`src/rtl/dino_pkg.sv`:
```
// rtl/dino_pkg.sv - shared game state type, colours and frame geometry defaults
package dino_pkg;

    typedef enum logic [1:0] {
        IDLE    = 2'd0,
        RUNNING = 2'd1,
        OVER    = 2'd2
    } game_state_t;

    localparam logic [8:0]  DEF_LAST_ROW       = 9'd479;
    localparam logic [9:0]  DEF_LAST_COL       = 10'd639;
    localparam logic [5:0]  DEF_HOLDOFF_FRAMES = 6'd30;
    localparam logic [11:0] DEF_FG_RGB         = 12'h555;
    localparam logic [11:0] DEF_BG_RGB         = 12'hFFF;

endpackage

```
`src/rtl/frame_compositor_frame_boundary.sv`:
```
// rtl/frame_compositor_frame_boundary.sv - last-visible-pixel detect and registered frame_tick
module frame_boundary
    import dino_pkg::*;
#(
    parameter logic [8:0] LAST_ROW = DEF_LAST_ROW,
    parameter logic [9:0] LAST_COL = DEF_LAST_COL
) (
    input  logic       i_clk,
    input  logic       i_rst_n,
    input  logic [8:0] i_row_addr,
    input  logic [9:0] i_col_addr,
    output logic       o_at_last,
    output logic       o_frame_tick
);

    logic r_frame_tick;

    // Full-width compare: out-of-range addresses never alias onto the last pixel
    assign o_at_last    = (i_row_addr == LAST_ROW) && (i_col_addr == LAST_COL);
    assign o_frame_tick = r_frame_tick;

    // frame_tick trails the last-pixel input cycle by one clock
    always_ff @(posedge i_clk) begin
        if (!i_rst_n) begin
            r_frame_tick <= 1'b0;
        end else begin
            r_frame_tick <= o_at_last;
        end
    end

endmodule

```
`src/rtl/frame_compositor.sv`:
```
// rtl/frame_compositor.sv - pixel merge, overlap detect and game FSM (optional GAMEOVER_FLASH_EN)
module frame_compositor
    import dino_pkg::*;
#(
    parameter logic [8:0]  LAST_ROW       = DEF_LAST_ROW,
    parameter logic [9:0]  LAST_COL       = DEF_LAST_COL,
    parameter logic [5:0]  HOLDOFF_FRAMES = DEF_HOLDOFF_FRAMES,
    parameter logic [11:0] FG_RGB         = DEF_FG_RGB,
    parameter logic [11:0] BG_RGB         = DEF_BG_RGB
) (
    input  logic        CLK,
    input  logic        N_rst,
    input  logic [8:0]  row_addr,
    input  logic [9:0]  col_addr,
    input  logic        video_on,
    input  logic        ground_px,
    input  logic        dino_px,
    input  logic        obstacle_px,
    input  logic        start_btn,
    output logic        game_status,
    output logic        collision,
    output logic        frame_tick,
    output logic [11:0] rgb
);

    game_state_t r_state;
    game_state_t w_state_next;
    logic        r_btn_q;
    logic        r_start_pend;
    logic        r_hit_flag;
    logic [5:0]  r_holdoff;
    logic        r_collision;
    logic        r_game_status;
    logic [11:0] r_rgb;

    logic w_boundary;
    logic w_start_rise;
    logic w_press_ok;
    logic w_hit_now;
    logic w_fg;
    logic w_swap;

    frame_boundary #(
        .LAST_ROW (LAST_ROW),
        .LAST_COL (LAST_COL)
    ) u_frame_boundary (
        .i_clk        (CLK),
        .i_rst_n      (N_rst),
        .i_row_addr   (row_addr),
        .i_col_addr   (col_addr),
        .o_at_last    (w_boundary),
        .o_frame_tick (frame_tick)
    );

    assign w_start_rise = start_btn & ~r_btn_q;
    assign w_hit_now    = video_on & dino_px & obstacle_px;
    // A press only counts in IDLE, or in OVER once the holdoff has drained
    assign w_press_ok   = w_start_rise &
                          ((r_state == IDLE) || ((r_state == OVER) && (r_holdoff == 6'd0)));
    assign w_fg         = ground_px | dino_px | obstacle_px;

`ifdef GAMEOVER_FLASH_EN
    logic [4:0] r_flash_cnt;

    // Frames spent in OVER; restarts from zero each time the game ends
    always_ff @(posedge CLK) begin
        if (!N_rst) begin
            r_flash_cnt <= 5'd0;
        end else if (w_boundary) begin
            if ((r_state == RUNNING) && (w_state_next == OVER)) begin
                r_flash_cnt <= 5'd0;
            end else if (r_state == OVER) begin
                r_flash_cnt <= r_flash_cnt + 5'd1;
            end
        end
    end

    assign w_swap = (r_state == OVER) && r_flash_cnt[4];
`else
    assign w_swap = 1'b0;
`endif

    // Next state is only evaluated on the last pixel so a frame renders in one state
    always_comb begin
        w_state_next = r_state;
        if (w_boundary) begin
            case (r_state)
                IDLE:    if (r_start_pend || w_press_ok) w_state_next = RUNNING;
                RUNNING: if (r_hit_flag || w_hit_now)   w_state_next = OVER;
                OVER:    if (r_start_pend || w_press_ok) w_state_next = RUNNING;
                default: w_state_next = IDLE;
            endcase
        end
    end

    // State register plus the per-frame bookkeeping that rides on it
    always_ff @(posedge CLK) begin
        if (!N_rst) begin
            r_state       <= IDLE;
            r_btn_q       <= 1'b0;
            r_start_pend  <= 1'b0;
            r_hit_flag    <= 1'b0;
            r_holdoff     <= 6'd0;
            r_collision   <= 1'b0;
            r_game_status <= 1'b0;
        end else begin
            r_state       <= w_state_next;
            r_btn_q       <= start_btn;
            r_game_status <= (w_state_next == RUNNING);
            r_collision   <= (r_state == RUNNING) && (w_state_next == OVER);
            // Pending press and hit are per-frame facts; both drop at the boundary
            if (w_boundary) begin
                r_start_pend <= 1'b0;
                r_hit_flag   <= 1'b0;
            end else begin
                if (w_press_ok) r_start_pend <= 1'b1;
                if ((r_state == RUNNING) && w_hit_now) r_hit_flag <= 1'b1;
            end
            if (w_boundary) begin
                if ((r_state == RUNNING) && (w_state_next == OVER)) begin
                    r_holdoff <= HOLDOFF_FRAMES;
                end else if ((r_state == OVER) && (r_holdoff != 6'd0)) begin
                    r_holdoff <= r_holdoff - 6'd1;
                end
            end
        end
    end

    // Pixel merge: any foreground layer wins over background, blanking forces black
    always_ff @(posedge CLK) begin
        if (!N_rst) begin
            r_rgb <= 12'h000;
        end else if (!video_on) begin
            r_rgb <= 12'h000;
        end else if (w_fg ^ w_swap) begin
            r_rgb <= FG_RGB;
        end else begin
            r_rgb <= BG_RGB;
        end
    end

    assign game_status = r_game_status;
    assign collision   = r_collision;
    assign rgb         = r_rgb;

endmodule

```
`config.mk`:
```
export PLATFORM = sky130hd
export DESIGN_NAME = frame_compositor
export DESIGN_NICKNAME = d
export VERILOG_FILES = /design/src/rtl/dino_pkg.sv /design/src/rtl/frame_compositor_frame_boundary.sv /design/src/rtl/frame_compositor.sv
export SDC_FILE = /design/constraint.sdc
export NUM_CORES = 1
export LEC_CHECK = 0
export ABC_AREA = 1
export CAP_MARGIN = 30
export CORE_ASPECT_RATIO = 0.5
export CORE_MARGIN = 5
export CORE_UTILIZATION = 35
export CTS_BUF_LIST = sky130_fd_sc_hd__clkbuf_16
export DETAILED_ROUTE_END_ITERATION = 7
export PLACE_DENSITY = 0.67
export SYNTH_ARGS = -nofsm -noshare
export SYNTH_HDL_FRONTEND = slang
export SYNTH_HIERARCHICAL = 1
export SYNTH_SLANG_ARGS = --single-unit
export TNS_END_PERCENT = 1
```
`constraint.sdc`:
```
create_clock -name CLK -period 2.02 [get_ports CLK]
set_clock_uncertainty 0.05 [all_clocks]
set_input_delay 0.404 -clock CLK [delete_from_list [all_inputs] [get_ports CLK]]
set_output_delay 0.404 -clock CLK [all_outputs]
set_load 0.005 [all_outputs]
```
# [Word level (Yosys, flattened, before mapping)]
# Index checks and enable logic that the tools add are counted.
[word_totals] reg_bits=26 in_bits=26 output_inout_bits=15 wordCells=47
[classes] add_sub_neg=1 n_eq_ne=6 muxes=7 n_bitwise=8 reduce_logical=16
[ops] cell="12-bit 2-to-1 mux" n=1
[ops] cell="6-bit 2-to-1 mux" n=2
[ops] cell="10-bit equality test (second input constant)" n=1
[ops] cell="9-bit equality test (second input constant)" n=1
[ops] cell="6-bit logical NOT" n=1
[ops] cell="2-bit 2-to-1 mux" n=3
[ops] cell="6-bit nonzero test" n=1
[ops] cell="6-bit by 1-bit subtractor with 6-bit output (second input constant)" n=1
[ops] cell="1-bit logical AND" n=5
[ops] cell="1-bit AND" n=4
[ops] cell="2-bit by 1-bit equality test with 1-bit output (second input constant)" n=2
[ops] cell="2-bit equality test (second input constant)" n=2
[ops] cell="2-bit one-hot mux with 2 select lines" n=1
[ops] cell="2-bit AND reduction" n=2
[ops] cell="2-bit OR reduction" n=2
[ops] cell="1-bit logical OR" n=3
[ops] cell="2-bit logical NOT" n=1
[ops] cell="1-bit NOT" n=2
[ops] cell="1-bit OR" n=2
[ops] cell="2-bit nonzero test" n=1

# [Depth between registers and ports, before layout]
[logic_depth] word_depth=12 ltp_mapped=11 ltp_nobuf=11

# [By module]
# The synthesis kept the hierarchy.
[by_module_without_submodules] module="frame_compositor" n_inst=1 cells_each=118 area_per_inst_um2=867.1 seq_area_each_um2=300.3
[by_module_without_submodules] module="frame_boundary" n_inst=1 cells_each=24 area_per_inst_um2=113.9 seq_area_each_um2=20.0

# [Least setup slack after synthesis]
# Ideal clock, no wire load.
[synth_timing] path_type="input -> register" startpoint="input col_addr[7]" endpoint="register r_game_status (netlist: game_status)" setup_ns=0.114 arrival_time_ns=1.374 required_time_ns=1.856 path_slack_ns=0.482 stages=11 n_path_buf=1 cell_sequence="inv_1 nand2_1 nor2_1 nand3_1 nor2_1 buf_4 o22ai_1 inv_2 nand2_1 nand2_1 nor2_1"
[synth_between] elab_chain_len=4
[synth_lines] element="start: declaration" line="frame_compositor.sv:14" rtl="input logic [9:0] col_addr,"
[synth_lines] element="10-bit equality test" line="frame_compositor_frame_boundary.sv:19" rtl="assign o_at_last = (i_row_addr == LAST_ROW) && (i_col_addr == LAST_COL);"
[synth_lines] element="1-bit logical AND" line="frame_compositor_frame_boundary.sv:19"
[synth_lines] element="net w_boundary" line="frame_compositor.sv:36" rtl="logic w_boundary;"
[synth_lines] element="2-bit 2-to-1 mux" line="frame_compositor.sv:86" rtl="if (w_boundary) begin"
[synth_lines] element="2-bit by 1-bit equality test with 1-bit output" line="frame_compositor.sv:109" rtl="r_game_status <= (w_state_next == RUNNING);"
[synth_lines] element="end signal: assignment" line="frame_compositor.sv:109"
[synth_lines] element="end: declaration" line="frame_compositor.sv:33" rtl="logic r_game_status;"
# The timed path passes the listed nets, and every way through them passes these cells.
# A chain may end at the register's enable or synchronous reset.

# [Worst setup path in the final report]
[layout_timing] startpoint="input col_addr[2]" endpoint="register r_holdoff[3]"
[layout_between] elab_chain_len=7
[layout_lines] element="10-bit equality test *" line="frame_compositor_frame_boundary.sv:19"
[layout_lines] element="1-bit logical AND *" line="frame_compositor_frame_boundary.sv:19"
[layout_lines] element="net w_boundary" line="frame_compositor.sv:36"
[layout_lines] element="2-bit 2-to-1 mux" line="frame_compositor.sv:86"
[layout_lines] element="2-bit equality test" line="frame_compositor.sv:120" rtl="if ((r_state == RUNNING) && (w_state_next == OVER)) begin"
[layout_lines] element="1-bit logical AND" line="frame_compositor.sv:120"
[layout_lines] element="2-bit nonzero test (no source line)"
[layout_lines] element="2-bit AND reduction (no source line)"
[layout_lines] element="end signal: assignment" line="frame_compositor.sv:123" rtl="r_holdoff <= r_holdoff - 6'd1;"
[layout_lines] element="end: declaration" line="frame_compositor.sv:31" rtl="logic [5:0] r_holdoff;"
# Mark *: on every way through the listed nets, which the timed path passes. The rest lies on a longest branch.

==> results.toml <==
[layout]
antenna_cells = 0
fillCellCount = 290
area_growth_pct = 46.7
final_nets = 206
drive_gt1_share_pct = 13.6

[worst_setup_path]
required_ps = 2100
worst_ep_arrival_time_ps = 1860
reg2reg_slack_ps = 640
critPathMaxFanout = 8
worstSetupStartpointType = "primary input"
path_class = "in2reg"
critPathCaptureType = "register"

[power]
p_switching_mw = 0.152
power_frac_comb_pct = 11.7
clkPwrFrac_pct = 47.8
seqPwrFrac_pct = 40.5
irDropWorstVdd_mv = 0.362
switching_share_pct = 19.0
p_int_mw = 0.649
power_density_nw_per_um2 = 557
power_leakage_nw = 0.643

[sta]
period_needed_ps = 1780
hold_violations = 0
fmax_ghz = 0.561
rsz0062_at_grt = "false"
fin_ws_ps = 236
setup_tns_ps = 0
slew_viol_final = 0
period_share_pct = 88.3
setup_violations = 0
holdWs_ps = 407
slew_headroom_pct = 82.5
tightest_slew_ps = 263

[detailed_routing]
dr.pass1.iters = 4
drt_iter0_markers = 36
drc = 0
vias = 935
viasPerCell = 4.37
postRouteAntennaNets = 0
drt-total-wl_um = 2120
wl_per_cell_um = 9.89

[grt]
grt_use_total_pct = 11.1
grt_max_degree = 10
grt_pass1_wl_um = 3390
antenna_found_initial = 0
grt_pass1_vias = 818
overflow = 0

[logic_synthesis]
netlist_instances = 142
synth_cell_types = 25
yosysTopAreaCell = "dfxtp_1"
yosys_warnings = 6
yosys_register_bits = 16
synth_top_area_share_pct = 32.7
syn_area_um2 = 981
synth_fp_nets = 170
seq_area_frac_synth_pct = 32.7
avgSynthCellArea_um2 = 6.91
synthTopCellsByArea = "dfxtp_1 (33%), nand2_1 (14%), buf_4 (8.4%)"

[clock_tree]
ctsHoldBuffers = 0
htreeDepth = 1
clkSinkCount = 16
root_buffer = "clkbuf_16"
cts_setup_buffers = 0
clk_pin_slew_ps = 50
cts_buffers = 3
ctsResizeCount = 0
clock_path_buffers = 2
cts_tree = "done"
clock_latency_ps = 240

[die]
die_y_um = 47.4
die_w_um = 84.9
start_util_pct = 37.2
die_area_um2 = 4030
ios = 41
coreArea_um2 = 2640
fp-row-count = 13

[run]
maxCapViolations = 0

[placement]
portBuffers = 40
pre_cts_ws_ps = -35.0
dp_hpwl_um = 1760
finalWeightedCongestion = 0.800

[outcome]
run_status = "completed"

[worst_hold_path]
min_path_type = "reg2reg"
==> flip-flops by register name, summed over array words and instances (netlist names) <==
| signal | flops |
|---|---|
| r_holdoff | 6 |
| r_state | 2 |
| rgb | 2 |
| collision | 1 |
| game_status | 1 |
| r_btn_q | 1 |
| r_hit_flag | 1 |
| r_start_pend | 1 |
| u_frame_boundary/o_frame_tick | 1 |
==> power groups by stage <==
| stage | combinational, mW | sequential, mW | clock (mW) |
|---|---|---|---|
| floorplan | 0.0328 | 0.331 | 0 |
| global placement | 0.0940 | 0.331 | 0 |
| detailed placement | 0.0948 | 0.331 | 0 |
| CTS | 0.0951 | 0.325 | 0.393 |
| global route | 0.101 | 0.325 | 0.405 |
| finish | 0.0934 | 0.325 | 0.383 |
==> synth_stat cells, drive strengths merged <==
| library cell | instances |
|---|---|
| a21oi | 8 |
| dfxtp | 16 |
| nand3 | 9 |
| nand3b | 2 |
| xnor2 | 1 |
| o2111a | 1 |
| nand2 | 43 |
| nor3 | 1 |
| nor2 | 17 |
| nand4 | 4 |
| inv | 22 |
| o22ai | 1 |
| and3 | 1 |
| clkinv | 1 |
| nor4 | 1 |
| ha | 2 |
| o21ai | 1 |
| buf | 11 |
==> critical path, stage by stage <==
cell,delay [ps]
clkdlybuf4s50_1,460
nand2_1,50
nor2_1,90
nand3_1,110
nor2_1,100
buf_4,140
nand4_4,170
nand2_4,140
nand2_4,80
nand2_1,60
a21oi_1,50
==> worst paths after layout <==
check                                  start            to  cells after the start
worst max register to register  r_holdoff[0]   game_status                      8
worst max-delay path             col_addr[2]  r_holdoff[3]                     11
worst min-delay path            r_holdoff[0]  r_holdoff[0]                      2
worst min register to register  r_holdoff[0]  r_holdoff[0]                      2
==> cells in the final DEF, fill, tap and decap left out <==
cell type        count
inv_1               17
nor3_2               1
nand3_1              8
nand4_4              1
nand2_4              2
inv_2                5
ha_1                 2
a21oi_1              8
clkinv_1             2
nor2_2               3
o22ai_1              1
o21ai_1              1
nor2_4               1
nand3b_1             2
and3_1               1
nand3_2              1
buf_4                2
nand2_1             36
nand2_2              5
clkbuf_16            3
nor2_1              13
nor4_1               1
nand4_1              3
xnor2_1              1
o2111a_1             1
dfxtp_1             16
clkdlybuf4s50_1     40
==> layout make-up <==
class | count | area [um^2] | area share, %
tap | 37 | 46.3 | 3.22
sequential | 16 | 320 | 22.3
clock buffer | 3 | 75.1 | 5.22
timing repair buffer | 42 | 415 | 28.9
clock inverter | 1 | 3.75 | 0.261
multi-input combinational | 92 | 492 | 34.2
inverter | 23 | 86.3 | 6.00
==> routing by layer <==
layer  wire [um]  up-vias  track usage [%]
li1            -      506                -
met1         917      391             12.3
met2        1010       33             20.2
met3         162        5             3.09
met4          31        0             6.62
met5           0        -                0
==> logic make-up (layout without fill, tap and decap cells) <==
group | after synthesis | count (layout) | synth area share, %
buffers and inverters | 34 | 69 | 17.2
flip-flops | 16 | 16 | 32.7
XOR/XNOR | 1 | 1 | 0.893
AND/OR/NAND/NOR | 78 | 78 | 40.3
adder cells (fa/ha/maj) | 2 | 2 | 2.55
AO/OA/AOI/OAI | 11 | 11 | 6.38
==> stage by stage <==
step                      std cells  util, %  power [mW]  instance area [um^2]
after floorplan                 142        -       0.364                   981
after global placement          210     51.6       0.425                  1360
after detailed placement        210     51.6       0.426                  1360
after CTS                       214     54.6       0.813                  1440
after global routing            214     54.6       0.832                  1440
final                           214     54.6       0.801                  1440
No activity file was read; power rests on OpenSTA's default activity.
